==> src/rtl/tile_stream_pkg.sv <==
// Shared definitions for the tile request stream: word layout, type codes,
// serializer FSM encoding and a word-packing helper.
package tile_stream_pkg;

   localparam int WORD_WIDTH    = 32;
   localparam int TYPE_LSB      = 29;
   localparam int PAYLOAD_WIDTH = 29;

   localparam logic [2:0] WORD_TYPE_ADDR   = 3'd0;
   localparam logic [2:0] WORD_TYPE_ZOOM   = 3'd1;
   localparam logic [2:0] WORD_TYPE_C_REAL = 3'd2;
   localparam logic [2:0] WORD_TYPE_C_IMAG = 3'd3;
   localparam logic [2:0] WORD_TYPE_END    = 3'd4;

   typedef enum logic [2:0] {
      ST_IDLE,
      ST_ADDR,
      ST_ZOOM,
      ST_REAL,
      ST_IMAG,
      ST_END
   } state_t;

   // Packs a type code and payload into one stream word.
   function automatic logic [WORD_WIDTH-1:0] make_word(input logic [2:0]               word_type,
                                                      input logic [PAYLOAD_WIDTH-1:0] payload);
      logic [WORD_WIDTH-1:0] word;
      word                          = '0;
      word[WORD_WIDTH-1:TYPE_LSB]   = word_type;
      word[TYPE_LSB-1:0]            = payload;
      return word;
   endfunction

endpackage

==> src/rtl/limb_buffer.sv <==
// Two limb register files (c_real, c_imag) with one synchronous write port
// and one combinational read port, so the serializer streams without bubbles.
module limb_buffer #(
   parameter int LIMB_INDEX_BITS = 6,
   parameter int LIMB_SIZE_BITS  = 8
) (
   input  logic                       clock,
   input  logic                       wr_en,
   input  logic                       wr_sel,
   input  logic [LIMB_INDEX_BITS-1:0] wr_index,
   input  logic [LIMB_SIZE_BITS-1:0]  wr_data,
   input  logic                       rd_sel,
   input  logic [LIMB_INDEX_BITS-1:0] rd_index,
   output logic [LIMB_SIZE_BITS-1:0]  rd_data
);

   localparam int DEPTH = 1 << LIMB_INDEX_BITS;

   logic [LIMB_SIZE_BITS-1:0] real_mem [DEPTH];
   logic [LIMB_SIZE_BITS-1:0] imag_mem [DEPTH];

   // Store one limb into the selected coordinate buffer.
   // NOTE: storage arrays carry no reset; clearing them would cost a reset
   // fan-out to every bit and the host always loads limbs before a job.
   always_ff @(posedge clock) begin
      if (wr_en && !wr_sel) real_mem[wr_index] <= wr_data;
      if (wr_en &&  wr_sel) imag_mem[wr_index] <= wr_data;
   end

   assign rd_data = rd_sel ? imag_mem[rd_index] : real_mem[rd_index];

endmodule

==> src/rtl/tile_request_serializer.sv <==
// Serializes one tile request (address, zoom, c_real limbs, c_imag limbs,
// end marker) into typed 32-bit words over a registered valid/ready port.
module tile_request_serializer #(
   parameter int LIMB_INDEX_BITS = 6,
   parameter int LIMB_SIZE_BITS  = 8
) (
   input  logic                       clock,
   input  logic                       reset,
   input  logic                       wr_en,
   input  logic                       wr_sel,
   input  logic [LIMB_INDEX_BITS-1:0] wr_index,
   input  logic [LIMB_SIZE_BITS-1:0]  wr_data,
   output logic                       wr_ready,
   input  logic                       start,
   input  logic [28:0]                start_address,
   input  logic [7:0]                 start_zoom,
   input  logic [LIMB_INDEX_BITS:0]   start_limb_count,
   output logic                       busy,
   output logic                       done,
   output logic                       out_valid,
   output logic [31:0]                out_data,
   output logic                       out_end_of_stream,
   input  logic                       out_ready
);

   import tile_stream_pkg::*;

   localparam logic [LIMB_INDEX_BITS:0]   MAX_COUNT = {1'b1, {LIMB_INDEX_BITS{1'b0}}};
   localparam logic [LIMB_INDEX_BITS:0]   COUNT_ONE = 1;
   localparam logic [LIMB_INDEX_BITS-1:0] IDX_ONE   = 1;

   state_t                     state_q,     state_d;
   logic [7:0]                 zoom_q,      zoom_d;
   logic [LIMB_INDEX_BITS:0]   count_q,     count_d;
   logic [LIMB_INDEX_BITS-1:0] idx_q,       idx_d;
   logic                       out_valid_q, out_valid_d;
   logic [WORD_WIDTH-1:0]      out_data_q,  out_data_d;
   logic                       eos_q,       eos_d;
   logic                       done_q,      done_d;

   logic                       rd_sel;
   logic [LIMB_INDEX_BITS-1:0] rd_index;
   logic [LIMB_SIZE_BITS-1:0]  rd_data;
   logic                       xfer;
   logic                       last_limb;
   logic [PAYLOAD_WIDTH-1:0]   limb_payload;

   assign busy      = (state_q != ST_IDLE);
   assign wr_ready  = !busy;
   assign xfer      = out_valid_q && out_ready;
   assign last_limb = ({1'b0, idx_q} == (count_q - COUNT_ONE));

   limb_buffer #(
      .LIMB_INDEX_BITS (LIMB_INDEX_BITS),
      .LIMB_SIZE_BITS  (LIMB_SIZE_BITS)
   ) u_limb_buffer (
      .clock    (clock),
      .wr_en    (wr_en && wr_ready),
      .wr_sel   (wr_sel),
      .wr_index (wr_index),
      .wr_data  (wr_data),
      .rd_sel   (rd_sel),
      .rd_index (rd_index),
      .rd_data  (rd_data)
   );

   assign limb_payload = PAYLOAD_WIDTH'(rd_data);

   // Read address of the limb that follows the word currently on the port.
   always_comb begin
      rd_sel   = 1'b0;
      rd_index = '0;
      case (state_q)
         ST_REAL: begin
            rd_sel   = last_limb;
            rd_index = last_limb ? '0 : idx_q + IDX_ONE;
         end
         ST_IMAG: begin
            rd_sel   = 1'b1;
            rd_index = idx_q + IDX_ONE;
         end
         default: ;
      endcase
   end

   // Next-state and next-word logic; a new word is loaded only on a transfer.
   // NOTE: every _d gets a default first so no path through the case infers a latch.
   always_comb begin
      state_d     = state_q;
      zoom_d      = zoom_q;
      count_d     = count_q;
      idx_d       = idx_q;
      out_valid_d = out_valid_q;
      out_data_d  = out_data_q;
      eos_d       = eos_q;
      done_d      = 1'b0;
      case (state_q)
         ST_IDLE: begin
            if (start) begin
               state_d     = ST_ADDR;
               zoom_d      = start_zoom;
               count_d     = (start_limb_count > MAX_COUNT) ? MAX_COUNT : start_limb_count;
               idx_d       = '0;
               out_valid_d = 1'b1;
               out_data_d  = make_word(WORD_TYPE_ADDR, start_address);
               eos_d       = 1'b0;
            end
         end
         ST_ADDR: begin
            if (xfer) begin
               state_d    = ST_ZOOM;
               out_data_d = make_word(WORD_TYPE_ZOOM, PAYLOAD_WIDTH'(zoom_q));
            end
         end
         ST_ZOOM: begin
            if (xfer) begin
               if (count_q != '0) begin
                  state_d    = ST_REAL;
                  idx_d      = '0;
                  out_data_d = make_word(WORD_TYPE_C_REAL, limb_payload);
               end else begin
                  state_d    = ST_END;
                  out_data_d = make_word(WORD_TYPE_END, '0);
                  eos_d      = 1'b1;
               end
            end
         end
         ST_REAL: begin
            if (xfer) begin
               if (last_limb) begin
                  state_d    = ST_IMAG;
                  idx_d      = '0;
                  out_data_d = make_word(WORD_TYPE_C_IMAG, limb_payload);
               end else begin
                  idx_d      = idx_q + IDX_ONE;
                  out_data_d = make_word(WORD_TYPE_C_REAL, limb_payload);
               end
            end
         end
         ST_IMAG: begin
            if (xfer) begin
               if (last_limb) begin
                  state_d    = ST_END;
                  out_data_d = make_word(WORD_TYPE_END, '0);
                  eos_d      = 1'b1;
               end else begin
                  idx_d      = idx_q + IDX_ONE;
                  out_data_d = make_word(WORD_TYPE_C_IMAG, limb_payload);
               end
            end
         end
         ST_END: begin
            if (xfer) begin
               state_d     = ST_IDLE;
               out_valid_d = 1'b0;
               out_data_d  = '0;
               eos_d       = 1'b0;
               done_d      = 1'b1;
            end
         end
         default: state_d = ST_IDLE;
      endcase
   end

   // State and output registers.
   // NOTE: sequential state uses non-blocking assignments so all flops update together at the edge.
   always_ff @(posedge clock or posedge reset) begin
      if (reset) begin
         state_q     <= ST_IDLE;
         zoom_q      <= '0;
         count_q     <= '0;
         idx_q       <= '0;
         out_valid_q <= 1'b0;
         out_data_q  <= '0;
         eos_q       <= 1'b0;
         done_q      <= 1'b0;
      end else begin
         state_q     <= state_d;
         zoom_q      <= zoom_d;
         count_q     <= count_d;
         idx_q       <= idx_d;
         out_valid_q <= out_valid_d;
         out_data_q  <= out_data_d;
         eos_q       <= eos_d;
         done_q      <= done_d;
      end
   end

   assign out_valid         = out_valid_q;
   assign out_data          = out_data_q;
   assign out_end_of_stream = eos_q;
   assign done              = done_q;

endmodule

==> config.mk <==
export PLATFORM = sky130hd
export DESIGN_NAME = tile_request_serializer
export DESIGN_NICKNAME = d
export VERILOG_FILES = /design/src/rtl/tile_stream_pkg.sv /design/src/rtl/limb_buffer.sv /design/src/rtl/tile_request_serializer.sv
export SDC_FILE = /design/constraint.sdc
export NUM_CORES = 1
export LEC_CHECK = 0
export ABC_CLOCK_PERIOD_IN_PS = 7000
export CAP_MARGIN = 0
export CORE_UTILIZATION = 30
export DETAILED_ROUTE_END_ITERATION = 12
export HOLD_SLACK_MARGIN = 0.03
export PLACE_DENSITY = 0.42
export SYNTH_ARGS = -nofsm -noshare
export SYNTH_HDL_FRONTEND = slang
export SYNTH_SLANG_ARGS = --single-unit
==> constraint.sdc <==
create_clock -name clock -period 7 [get_ports clock]
set_input_delay 1.05 -clock clock [delete_from_list [all_inputs] [get_ports clock]]
set_output_delay 1.05 -clock clock [all_outputs]
set_load 0.1 [all_outputs]
==> results of run 1 <==
-- layout by cell type (no fill, tap or decap), drive strengths merged, types with 26 or more instances in the layout --
cell / instances
clkinv: 49
a221oi: 26
o22ai: 37
nor2: 211
clkbuf: 156
nand3: 110
o21ai: 123
a21oi: 134
a211oi: 39
mux2i: 129
clkdlybuf4s50: 92
buf: 70
nand2: 334
o211ai: 32
mux2: 31
mux4: 40
nor3: 27
edfxtp: 1024
dfrtp: 59
-- where the power goes --
part           total (mW)  leakage [nW]  switching [mW]  internal, mW
combinational        4.90          4.02            3.56          1.34
clock                6.19          1.87            2.60          3.59
sequential           7.41          9.96           0.191          7.22
total                18.5          15.8            6.35          12.2
-- area by class of cell --
type,instances,area (sq um)
fill,13939,94530
clock inverter,62,616.8
sequential,1083,32230
timing repair buffer,162,1471
antenna,1,2.502
tap,1917,2399
multi-input combinational,1647,10850
clock buffer,156,3222
inverter,16,65.06
-- worst reg2reg max path, stage by stage (launching register included) --
cell	delay (ps)
sky130_fd_sc_hd__dfrtp_1	680
sky130_fd_sc_hd__nand2_1	390
sky130_fd_sc_hd__nand2_1	760
sky130_fd_sc_hd__nand2_1	390
sky130_fd_sc_hd__nor2_8	610
sky130_fd_sc_hd__buf_4	670
sky130_fd_sc_hd__buf_4	590
sky130_fd_sc_hd__mux2i_1	260
sky130_fd_sc_hd__o2111ai_1	120
sky130_fd_sc_hd__o211ai_1	230
sky130_fd_sc_hd__o311a_1	440
sky130_fd_sc_hd__a31oi_1	130
-- cells by family after synthesis --
kind of cell | Yosys count | synth area share [%]
xor gates and xnor gates | 15 | 0.2993
DFF | 1083 | 73.41
AOI/OAI and AO/OA | 634 | 10.17
and+or+nand+nor | 795 | 8.134
buffers and inverters | 218 | 2.120
adders and majority gates | 3 | 0.08551
muxes | 200 | 5.788
-- registers in the layout (all words and copies together) (netlist names) --
name and cells:
state_q 3, out_valid 1, u_limb_buffer.real_mem 512, idx_q 6, out_data 32, zoom_q 8, out_end_of_stream 1, done 1
u_limb_buffer.imag_mem 512, count_q 7
-- path summary, 6_finish.rpt --
kind                       slack, ps  depth (start not counted)         start            to
hold / removal                   480                          2  out_data[11]  out_data[11]
setup reg to reg                1630                         11    state_q[2]   out_data[1]
max in group asynchronous       5410                          3         reset      idx_q[0]
min in group asynchronous        880                          3         reset  out_data[16]
hold reg to reg                  480                          2  out_data[11]  out_data[11]
setup / recovery                1630                         11    state_q[2]   out_data[1]
-- metal layers --
| metal | routed length [microns] | global-route usage, % | vias to the layer above | share of wire, % |
|---|---|---|---|---|
| met3 | 9471 | 3.818 | 179 | 6.6 |
| met4 | 2684 | 4.622 | 2 | 1.9 |
| met2 | 65120 | 30.02 | 938 | 45 |
| met5 | 13 | 0 | - | 0.0090 |
| li1 | - | - | 11762 | - |
| met1 | 67300 | 27.93 | 14055 | 47 |
==> impl.org, run 1 <==
** Critical path
- STA classifies the critical path endpoint as a flop.
- STA classifies the critical path startpoint as a flop.
- For the worst setup path, the data required time is around 7600 ps.
- Walking the worst path, the cells encountered are nand2_1 > nand2_1 > nand2_1 > nor2_8 > buf_4 > buf_4 > mux2i_1 > o2111ai_1 > o211ai_1 > o311a_1 > a31oi_1.
- Together, buffers and inverters on the worst path number 2.
- In this design, the critical path's most frequently occurring cell is sky130_fd_sc_hd__nand2_1.
- STA puts the critical path data arrival time at 5980 ps.
- Broken down by cell family, the worst path's largest delay share belongs to simple AND/OR/NAND/NOR gates.
- Critical path peak fanout :: 45
- The slowest stage of the critical path is the sky130_fd_sc_hd__nand2_1 cell.
- Slowest stage delay, CP :: 750 ps
- The critical path is of the flop to flop type.

** STA
- Timing would allow up to 0.1863 GHz.
- On the final layout, the worst hold slack is 478.1 ps.
- The count of final max-slew check failures was 0.
- Normalized max-slew margin :: 5.770%
- After layout, the worst path uses 76.69% of the clock period.
- Finish-stage setup viols :: 0
- Total negative slack :: 0 ps
- Once routing completed, OpenROAD measured the worst setup slack at roughly 1600 ps.
- The hold violation count in the final report was 0.
- At the pin with the least slew margin, the transition time is 1408 ps.
- On the final layout, the worst clock skew is 67.24 ps.
- Post-layout minimum cycle time :: 5368 ps
- Unrepaired setup endpoints after global routing :: no

** Logic synthesis
- Proportion of register bits with asynchronous set or reset after synthesis :: ~5.4%
- In this run the cell area of the synthesized design comes to approximately 44000 sq um.
- Of the post-synthesis cell area, the dominant cell type holds 70.04%.
- Synthesis produced a netlist whose cell count is ~2900.
- Count of flip-flops with a built-in enable after synthesis :: 1024
- Yosys instantiated no cell more often than sky130_fd_sc_hd__edfxtp_1.
- Ranked by total cell area, the synthesized netlist is headed by sky130_fd_sc_hd__edfxtp_1, sky130_fd_sc_hd__dfrtp_1, sky130_fd_sc_hd__mux2i_1.
- In the synthesized netlist, the cells that appear most often are sky130_fd_sc_hd__edfxtp_1, sky130_fd_sc_hd__nand2_1, sky130_fd_sc_hd__nor2_1.
- When the netlist entered floorplanning its net count stood at 3015.
- Synthesized flop and latch total :: 1083
- Total of warnings raised by yosys :: 0
- In this run, distinct cell masters in the synthesized netlist total 85.
- Cell type with the highest aggregate area in the netlist :: sky130_fd_sc_hd__edfxtp_1
- A synthesized cell averages roughly 15 sq um.
- Sequential share of the synthesized area :: about 73%
- Commonest register cell after synthesis :: sky130_fd_sc_hd__edfxtp_1

** Power
- Standby leakage power :: 15.85 nW
- Peak supply drop :: about 0.21 mV
- Dividing total power by cell area gives a power density of 363.8 nW/um^2.
- PnR Total Power :: 18.50 mW

** Flow run
- Max-cap check violation count :: 0

** Global routing
- Pin count of the biggest net entering global routing :: 126
- Summed over all layers, the global routing overflow is 0.
- The number of global-route vias before repair was 26701.
- Overall fraction of global-route tracks in use :: 19.41%
- The initial antenna violation count was 6.
- The first global-routing pass estimated 204800 microns of wire.

** Route
- Count of unresolved DRC violations after routing :: 0
- The first TritonRoute pass finished after 6 iterations.
- Via Count :: between 20000 and 30000
- For this block, the routed nets add up to 144600 microns of wire.
- Routed via count divided by cell count :: 5.340
- Antenna Violating Nets Remaining :: 0
- In the final routed layout, each cell accounts on average for approximately 29 microns.
- The detailed router finished its first iteration with 2791 violations.

** CTS
- H-tree level count :: 3
- In this run, CTS created clock tree buffers numbering roughly 120.
- No sink is reached through more buffers than the 3 on the longest clock path.
- Count of buffers added by post-CTS timing repair for setup :: 0
- Clock tree synthesis found a total of 1083 sinks.
- The number of hold buffers added after CTS was 0.
- For the worst-skew pair, the clock arrives at the later sink with an insertion delay of 760 ps.
- Cell at the root of the clock tree :: sky130_fd_sc_hd__clkbuf_16
- TritonCTS built the clock tree.
- Clock Pin Slew Worst Setup and Hold Paths :: 60 ps
- Gates resized during post-CTS repair numbered 0.

** Worst hold path
- In this run the worst hold path is classified as flop to flop.

** Placed design
- Routability-driven placement finished with a final weighted congestion of 0.8761.
- OpenSTA, run right after detailed placement, puts the worst setup slack at approximately 1700 ps.
- Area post-placement :: 47020 sq um
- In this run the tool buffered the top-level ports with 100 buffer cells.
- Cell count after placement :: 4825
- HPWL after detailed placement :: 93140 microns

** Floorplan
- Die footprint :: 147900 sq um
- Area of the core :: 145400 sq um
- Height of the die :: 384.5 microns
- In this run the core area contains 140 standard-cell rows.
- I/O pin count :: 101
- Measured along the x axis, the die boundary spans 384.5 microns.
- Starting utilization of the core area :: between 30% and 40%

** Finish
- For this run, the post-layout net count is 3098.
- Once layout is complete, the utilization of the core stands at 34.98%.
- Number of cells in the finished layout apart from fillers :: 5044
- Final instance area :: 50860 sq um
- Relative to the synthesized area, the layout overhead comes to 15.85%.
- Of the cells placed in the final design, the portion with a size suffix greater than 1 is 11.26%.

** Status
- Result of the run :: finished clean
No activity file was read; power rests on OpenSTA's default activity.
==> run 2, diff against run 1 <==
ABC_CLOCK_PERIOD_IN_PS = 5600   (was 7000)
clock period = 5.6 ns   (was 7 ns; I/O delays follow)
==> impl.org, run 2 (same netlist as run 1, synthesis figures left out) <==
** Status
- Result of the run :: finished clean

** Power
- Standby leakage power :: 16.01 nW (+1.0%)
- Switching fraction of total power :: 34.10% (-0.23 points)
- The largest vdd supply drop came to 0.2788 mV (+30%).
- Internal power :: 15.30 mW (+26%)
- The total power after layout came to 23.22 mW (+26%).
- The part of the total power dissipated in combinational logic was 26.7% (+0.2 points).
- Switching power :: 7.918 mW (+25%)
- Power share of the sequential group :: 39.8% (-0.3 points)
- Clock group share of total power :: 33.5% (about the same)
- Pwr Density :: 453.9 nW/um^2 (+25%)

** Critical path
- The worst path arrival time came to 5580 ps (-400 ps).
- The worst setup path is of the flop to flop kind.
- Required arrival time at the worst endpoint :: 6200 ps (-1410 ps)
- Critical Path Sink Type :: flop
- Critical Path Start Type :: flop
- The top fanout value on the critical path is 20 (-56%).

** CTS
- The post-cts hold buffer count came to 0 (unchanged).
- CTS tree :: built
- Cell at the root of the clock tree :: sky130_fd_sc_hd__clkbuf_16
- The number of post-CTS setup repair buffers is 0 (unchanged).
- Worst-skew pair later-pin latency :: 750 ps (about the same)
- Total clock buffers created by CTS :: 117 (-3.3%)
- The number of clock sinks came to 1083 (unchanged).
- The clock-pin slew on the worst setup and hold paths came to 60 ps (about the same).
- The number of gates given a new drive strength after cts came to 0 (unchanged).
- H-tree level count :: 3 (unchanged)
- Clock tree buffer depth :: 3 (unchanged)

** STA
- Count of final hold-check violations :: 0 (unchanged)
- Least-Margin Pin Slew :: 1355 ps (-53.57 ps)
- The count of final max-slew check failures was 0 (unchanged).
- Normalized max-slew margin :: 9.355% (+3.6 points)
- Period utilization :: 88.97% (+12 points)
- Finish-stage setup viols :: 0 (unchanged)
- Unrepaired setup endpoints after global routing :: no
- Total negative slack :: 0 ps (unchanged)
- The clock period minus final worst setup slack came to 4982 ps (-385.9 ps).
- The worst clock skew was 63.72 ps (-3.518 ps).
- Max Freq :: 0.2007 GHz (+7.7%)

** Global routing
- Wire length of the first global-routing pass :: 202400 microns (-1.1%)
- The largest net degree at the start of global routing came to 135 (+7.1%).
- Via count of the first global-routing pass :: 26196 (-1.9%)
- Initial antenna violation count :: 1 (-5)
- The global-route total usage across every layer is 19.22% (-0.19 points).
- Total congestion overflow :: 0 (unchanged)

** Placed design
- The cell area after placement was 47290 sq um (+0.59%).
- Cell count after placement :: 4850 (+0.52%)
- The sum of net half-perimeters after detailed placement was 93170 microns (about the same).
- The total of buffers placed on input and output ports is 100 (unchanged).
- Weighted congestion reported at the end of routability-driven placement :: 0.8531 (-2.6%)

** Route
- The number of detailed-route iterations in the first pass was 5 (-1).
- Count of unresolved DRC violations after routing :: 0 (unchanged)
- The vias per cell was 5.311 (-0.54%).
- Final WL :: 143800 microns (-0.55%)
- Antenna Violating Nets Remaining :: 0 (unchanged)
- Via Count :: 26923 (-0.048%)
- Wire length per cell after detailed routing :: 28.37 microns (-1.0%)
- Iteration-0 DRC Markers :: 2977 (+6.7%)

** Finish
- Number of inserted diodes :: 0 (-1)
- Leading cell types in the layout, fill and taps excluded :: sky130_fd_sc_hd__edfxtp_1, sky130_fd_sc_hd__nand2_1, sky130_fd_sc_hd__nor2_1
- The net count reported at finish is 3119 (+0.68%).
- Final instance area :: 51150 sq um (+0.57%)
- The post-layout instance count excluding filler cells was 5069 (+0.50%).
- Synthesis-to-layout area growth :: 16.52%
- The fill cell instance count of the final layout was 13870 (-0.50%).
- The library cell used most frequently in the layout, excluding fill and tap cells, is sky130_fd_sc_hd__edfxtp_1.
- The fraction of layout cells with a size suffix above 1 is 12.21% (+0.95 points).

** Floorplan
- Row count :: 140 (unchanged)
- I/O pin count :: 101 (unchanged)
- Starting utilization of the core area :: 30.20% (unchanged)
- The overall die width is 384.5 microns (unchanged).
- Area of the core :: 145400 sq um (unchanged)
- The height of the chip was 384.5 microns (unchanged).
- Die footprint :: 147900 sq um (unchanged)

** Worst hold path
- Type of the tightest min-delay check :: flop to flop

** Flow run
- The max-capacitance violation count was 0 (unchanged).
[run 2: routing by layer]
| metal | part of all wire [%] | global-route usage [%] | vias to the layer above | wire [microns] |
|---|---|---|---|---|
| met5 | 0.0056 | 0 | - | 8 |
| met4 | 1.8 | 4.527 | 2 | 2553 |
| met3 | 7.0 | 3.471 | 142 | 10010 |
| met2 | 44 | 29.22 | 1007 | 63960 |
| met1 | 47 | 28.31 | 13978 | 67270 |
| li1 | - | - | 11794 | - |
[run 2: power groups by stage]
| stage | Sequential, mW | Combinational (mW) | Clock, mW |
|---|---|---|---|
| finish | 9.23 | 6.21 | 7.78 |
| global route | 9.25 | 6.53 | 8.25 |
| CTS | 9.23 | 6.23 | 7.96 |
| detailed placement | 9.39 | 6.21 | 0 |
| global placement | 9.39 | 6.20 | 0 |
| floorplan | 9.83 | 3.16 | 0 |
[run 2: final timing paths]
check | start | endpoint | slack [ps] | depth (start not counted)
min | out_data[8] | out_data[8] | 480 | 2
max in group asynchronous | reset | out_data[22] | 4090 | 3
min reg2reg | out_data[8] | out_data[8] | 480 | 2
max reg2reg | count_q[3] | out_data[6] | 620 | 10
max | count_q[3] | out_data[6] | 620 | 10
min in group asynchronous | reset | zoom_q[0] | 610 | 2
[run 2: cell type report]
cell class                 instances  area, sq um  area share, %
timing repair buffer             187         1759          3.439
clock buffer                     138         3049          5.961
sequential                      1083        32230          63.01
inverter                          16        65.06         0.1272
multi-input combinational       1647        10840          21.20
clock inverter                    81        808.3          1.580
tap                             1917         2399          4.689
[run 2: metrics by stage]
stage,hold slack (ps),util (%),setup slack [ps]
CTS,483.9,35.18,716.9
global route,497.6,35.18,619.7
detailed placement,470.0,32.53,724.6
finish,480.1,35.18,617.6
global placement,463.5,32.53,740.0
floorplan,479.7,-,389.5
[run 2: worst max-delay path, cell delays in order, from the launching register on]
cell,delay (ps)
sky130_fd_sc_hd__dfrtp_1,450
sky130_fd_sc_hd__or4_4,590
sky130_fd_sc_hd__or3_4,380
sky130_fd_sc_hd__o211a_1,190
sky130_fd_sc_hd__nand3_2,440
sky130_fd_sc_hd__nand2_1,790
sky130_fd_sc_hd__o32a_1,580
sky130_fd_sc_hd__nor4_1,620
sky130_fd_sc_hd__a211oi_1,180
sky130_fd_sc_hd__o22ai_1,480
sky130_fd_sc_hd__a31oi_1,150
==> variant 1 (flow settings as in run 1) <==
`LIMB_INDEX_BITS` is set to 6 in 2 places; all go to 4.
--- a/src/rtl/limb_buffer.sv
+++ b/src/rtl/limb_buffer.sv
@@ -2,5 +2,5 @@
 // and one combinational read port, so the serializer streams without bubbles.
 module limb_buffer #(
-   parameter int LIMB_INDEX_BITS = 6,
+   parameter int LIMB_INDEX_BITS = 4,
    parameter int LIMB_SIZE_BITS  = 8
 ) (
--- a/src/rtl/tile_request_serializer.sv
+++ b/src/rtl/tile_request_serializer.sv
@@ -2,5 +2,5 @@
 // end marker) into typed 32-bit words over a registered valid/ready port.
 module tile_request_serializer #(
-   parameter int LIMB_INDEX_BITS = 6,
+   parameter int LIMB_INDEX_BITS = 4,
    parameter int LIMB_SIZE_BITS  = 8
 ) (
Interface: changed (resized start_limb_count and wr_index); port bits go from 101 to 97. The function was not compared with the original's and may differ.
==> variant 1 against run 1 <==
Final cell count decreased by 69%. Cell area fell by 69%. Die area fell by 70%. Critical path depth decreased by 8. Worst setup slack better by 1.2 ns. Global-route usage down 2.5 points. Routed wire length shrank 74%. Total power decreased by 79%. Sequential cell count down 772. Synthesized area fell by 71%. Clock power decreased by 70%. Largest power group unchanged.
==> variant 1: results <==
[setup_path]
reg2reg_depth = 10
worstReg2RegStart = count_q[0]
ff2ff_setup_slack_ns = 3.15
slowest_stage = clkdlybuf4s50_1
critPathLaunch = state_q[0]
worst_ep_arrival_time_ns = 3.09
cp_max_fo = 22
cp-endpoint = wr_ready
cp_slowest_stage_delay_ns = 1.20

[logic_synthesis]
synth_compound_area_frac = 0.112
synth.yosys.seq_area_share = 0.700
synth_commonest_cells = edfxtp_1 (256), nand2_1 (111), o21ai_0 (80), dfrtp_1 (55), nor2_1 (45)
async_reset_ff_frac = 0.177
ys_types = 54
synth_top_cells_by_area = edfxtp_1 (59%), dfrtp_1 (11%), mux4_2 (4.0%)
synthAdderAreaFrac = 0.00193
muxShareOfSynthArea = 0.0871
synth_nets = 972
synth_edf_count = 256
synth_xor_area_frac = 0.00541

[finish]
diodes = 0
fillCellCount = 4064
nets = 1074
drive_above_1_share = 0.121

[grt]
grt_pass1_vias = 8067
antenna_found_initial = 0
grtUsageMet2 = 0.260
met3_usage = 0.0301

[detailed_routing]
first_iter_violations = 712
wl_met3_mm = 1.80
routedWlPerCell_um = 23.4
m1WireLength_mm = 17.9
first_pass_iters = 5
wirelength_mm = 36.9
top_layer = met4

[placement]
hpwl_mm = 23.6
dp.cells = 1513
post-place-ws_ns = 3.15
dpl_cell_area_sq_mm = 0.0145
numPortBuffers = 96

[sta]
fin_worst_skew_ns = 0.0178
worst_pin_slew_ns = 1.16
layout_setup_ws_ns = 2.86

[hold_path]
min-delay-start = out_data[8]
hold_path_end = out_data[8]

[clock_tree]
htree_levels = 2
cts_buffers = 36
clock_latency_ns = 0.53

[power_and_ir_drop]
clockPowerShare = 0.465
power_density_mw_per_mm2 = 253
power_frac_comb = 0.029
p_int_uw = 3130
ir_drop_mv = 0.139

[status]
status = complete, no violations
variant 1: changes by cell type in the layout (fill, tap and decap cells not counted), moves of 26 or more:
| cell | change |
|---|---|
| o21ai_0 | -39 |
| o22ai_1 | -29 |
| nand2_1 | -221 |
| nand3_1 | -97 |
| edfxtp_1 | -768 |
| clkbuf_16 | -86 |
| mux2i_1 | -85 |
| clkbuf_1 | -26 |
| buf_4 | -49 |
| a21oi_1 | -88 |
| nor2_1 | -162 |
variant 1: cell type report:
type / instances / area (sq um) / share of cell area
Sequential cell: 311 / 9070 / 0.578
Timing Repair Buffer: 115 / 1100 / 0.0704
Multi-Input combinational cell: 531 / 3630 / 0.231
Inverter: 17 / 63.8 / 0.00407
Clock buffer: 42 / 945 / 0.0602
Clock inverter: 24 / 200 / 0.0128
Tap cell: 539 / 674 / 0.0430
==> variant 2 (config.mk and constraints of run 1) <==
Made on the original files. The 6 states of `state_t` get a one-hot encoding in 6 bits.
--- a/src/rtl/tile_stream_pkg.sv
+++ b/src/rtl/tile_stream_pkg.sv
@@ -13,11 +13,11 @@
    localparam logic [2:0] WORD_TYPE_END    = 3'd4;
 
-   typedef enum logic [2:0] {
-      ST_IDLE,
-      ST_ADDR,
-      ST_ZOOM,
-      ST_REAL,
-      ST_IMAG,
-      ST_END
+   typedef enum logic [5:0] {
+      ST_IDLE = 6'b000001,
+      ST_ADDR = 6'b000010,
+      ST_ZOOM = 6'b000100,
+      ST_REAL = 6'b001000,
+      ST_IMAG = 6'b010000,
+      ST_END  = 6'b100000
    } state_t;
 
Check against the original RTL: same outputs for any inputs over 4 cycles, from zero or initial values and one cycle with reset high; so few cycles prove little.
==> variant 2 against run 1 <==
The flow now finishes with violations (capacitance limit). Cell area increased by 3.5%. Worst setup slack got worse by 0.30 ns. Synthesized area increased by 2.5%. Sequential cell count increased by 3. Largest cell class unchanged. Critical endpoint is now out_data[5]. Synthesized cell count increased by 5.8%. Total power decreased by 5.1%. Routed wire length increased by 35%. Count of clock-buffer cells in the layout decreased by 22. Sequential share of layout area decreased by 2.0 points.
==> variant 2: results <==
[status]
violations = capacitance limit
status = complete, but fails checks

[setup_path]
reg2reg_depth = 13
cp_max_fo = 44
worst_ep_arrival_time_ns = 6.36
slowest_stage = a311oi_1

[finish]
drive_above_1_share = 0.134
nets = 3310
fillCellCount = 14200

[grt]
antenna_found_initial = 5
grt_max_degree = 86
grt_first_pass_wirelength_mm = 263
grt_usage = 0.253
grt_pass1_vias = 29400

[logic_synthesis]
ys_types = 93
synth_top_cells_by_area = edfxtp_1 (68%), mux2i_1 (3.6%), dfrtp_1 (3.4%)
async_reset_ff_frac = 0.0571
synth.yosys.seq_area_share = 0.718
synthFlopType = edfxtp_1
synth_nets = 3185

[power_and_ir_drop]
ir_drop_mv = 0.238
switching_share = 0.323
leakage_uw = 0.0163

[job]
maxCapViolations = 2

[detailed_routing]
first_pass_iters = 5
routedWlPerCell_um = 36.4
first_iter_violations = 3936
vias = 30700

[clock_tree]
cts.path.max_buffers = 3
clkTransAtPathRegs_ns = 0.06
clock_latency_ns = 0.79
cts_resized = 0

[placement]
place_congestion = 0.957
dpl_cell_area_sq_mm = 0.0486

[sta]
slew_headroom = 0.000749
fin_worst_skew_ns = 0.0532
## variant 2: cell count changes in the layout (fill, tap and decap cells not counted), sizes merged, moves of 17 or more
| cell | delta |
|---|---|
| mux2i | +32 |
| nand2 | +22 |
| mux4 | -27 |
| o211ai | +39 |
| nand3 | -22 |
| a31oi | +22 |
| clkbuf | -22 |
| a21oi | -17 |
| nor2 | +20 |
| buf | +49 |
| mux2 | +34 |
## variant 2: cell type report
type | instances | area, sq um | area share
Inverter | 14 | 55.1 | 0.00105
Tap cell | 2002 | 2500 | 0.0476
Sequential cell | 1086 | 32300 | 0.614
Multi-Input combinational cell | 1809 | 11900 | 0.225
Clock buffer | 134 | 3080 | 0.0584
Timing Repair Buffer | 211 | 1890 | 0.0359
Antenna cell | 1 | 2.50 | 0.0000475
Clock inverter | 92 | 950 | 0.0180
## variant 2: worst max-delay path: cells and delay by family (launching register included)
family / cells / cell delay, ns
fa+ha+maj: 1 / 0.25
buf+inv: 2 / 0.50
flops: 1 / 0.41
simple gates: 2 / 1.08
compound gates: 8 / 3.29
## variant 2: stage by stage
step                setup WS (ns)  hold WS, ns  instances  utilization
finish                       1.33        0.463       5349        0.355
global route                 1.26        0.481       5348        0.355
CTS                          1.47        0.469       5348        0.355
detailed placement           1.48        0.456       5122        0.328
global placement             1.40        0.450       5122        0.328
floorplan                    2.61        0.481       3118            -
## variant 2: path summary, 6_finish.rpt
check	from	endpoint	slack, ns
min in group asynchronous	reset	out_data[21]	0.92
min	out_data[26]	out_data[26]	0.46
max reg2reg	count_q[0]	out_data[5]	1.33
min reg2reg	out_data[26]	out_data[26]	0.46
max	count_q[0]	out_data[5]	1.33
max in group asynchronous	reset	idx_q[0]	5.28
## variant 2: kinds of logic after synthesis
| logic type | Yosys count | synth area share |
|---|---|---|
| mux | 239 | 0.0586 |
| buf+inv | 223 | 0.0221 |
| compound gates | 705 | 0.114 |
| fa+ha+maj | 3 | 0.000834 |
| simple gates | 845 | 0.0829 |
| xor+xnor | 17 | 0.00348 |
| flops | 1086 | 0.718 |
## variant 2: power groups by stage
stage	clock, uW	combinational, uW	sequential [uW]
after detailed placement	0	3520	7610
final	6530	3550	7480
after global placement	0	3510	7610
after floorplan	0	1430	8140
after global routing	6850	3680	7490
after CTS	6600	3530	7470
## variant 2: routing by layer
layer,part of all wire,vias up,global-route usage
met3,0.083,336,0.0484
met5,0.000067,-,0
met4,0.039,2,0.0910
met2,0.44,1672,0.385
li1,-,12500,-
met1,0.43,16200,0.357
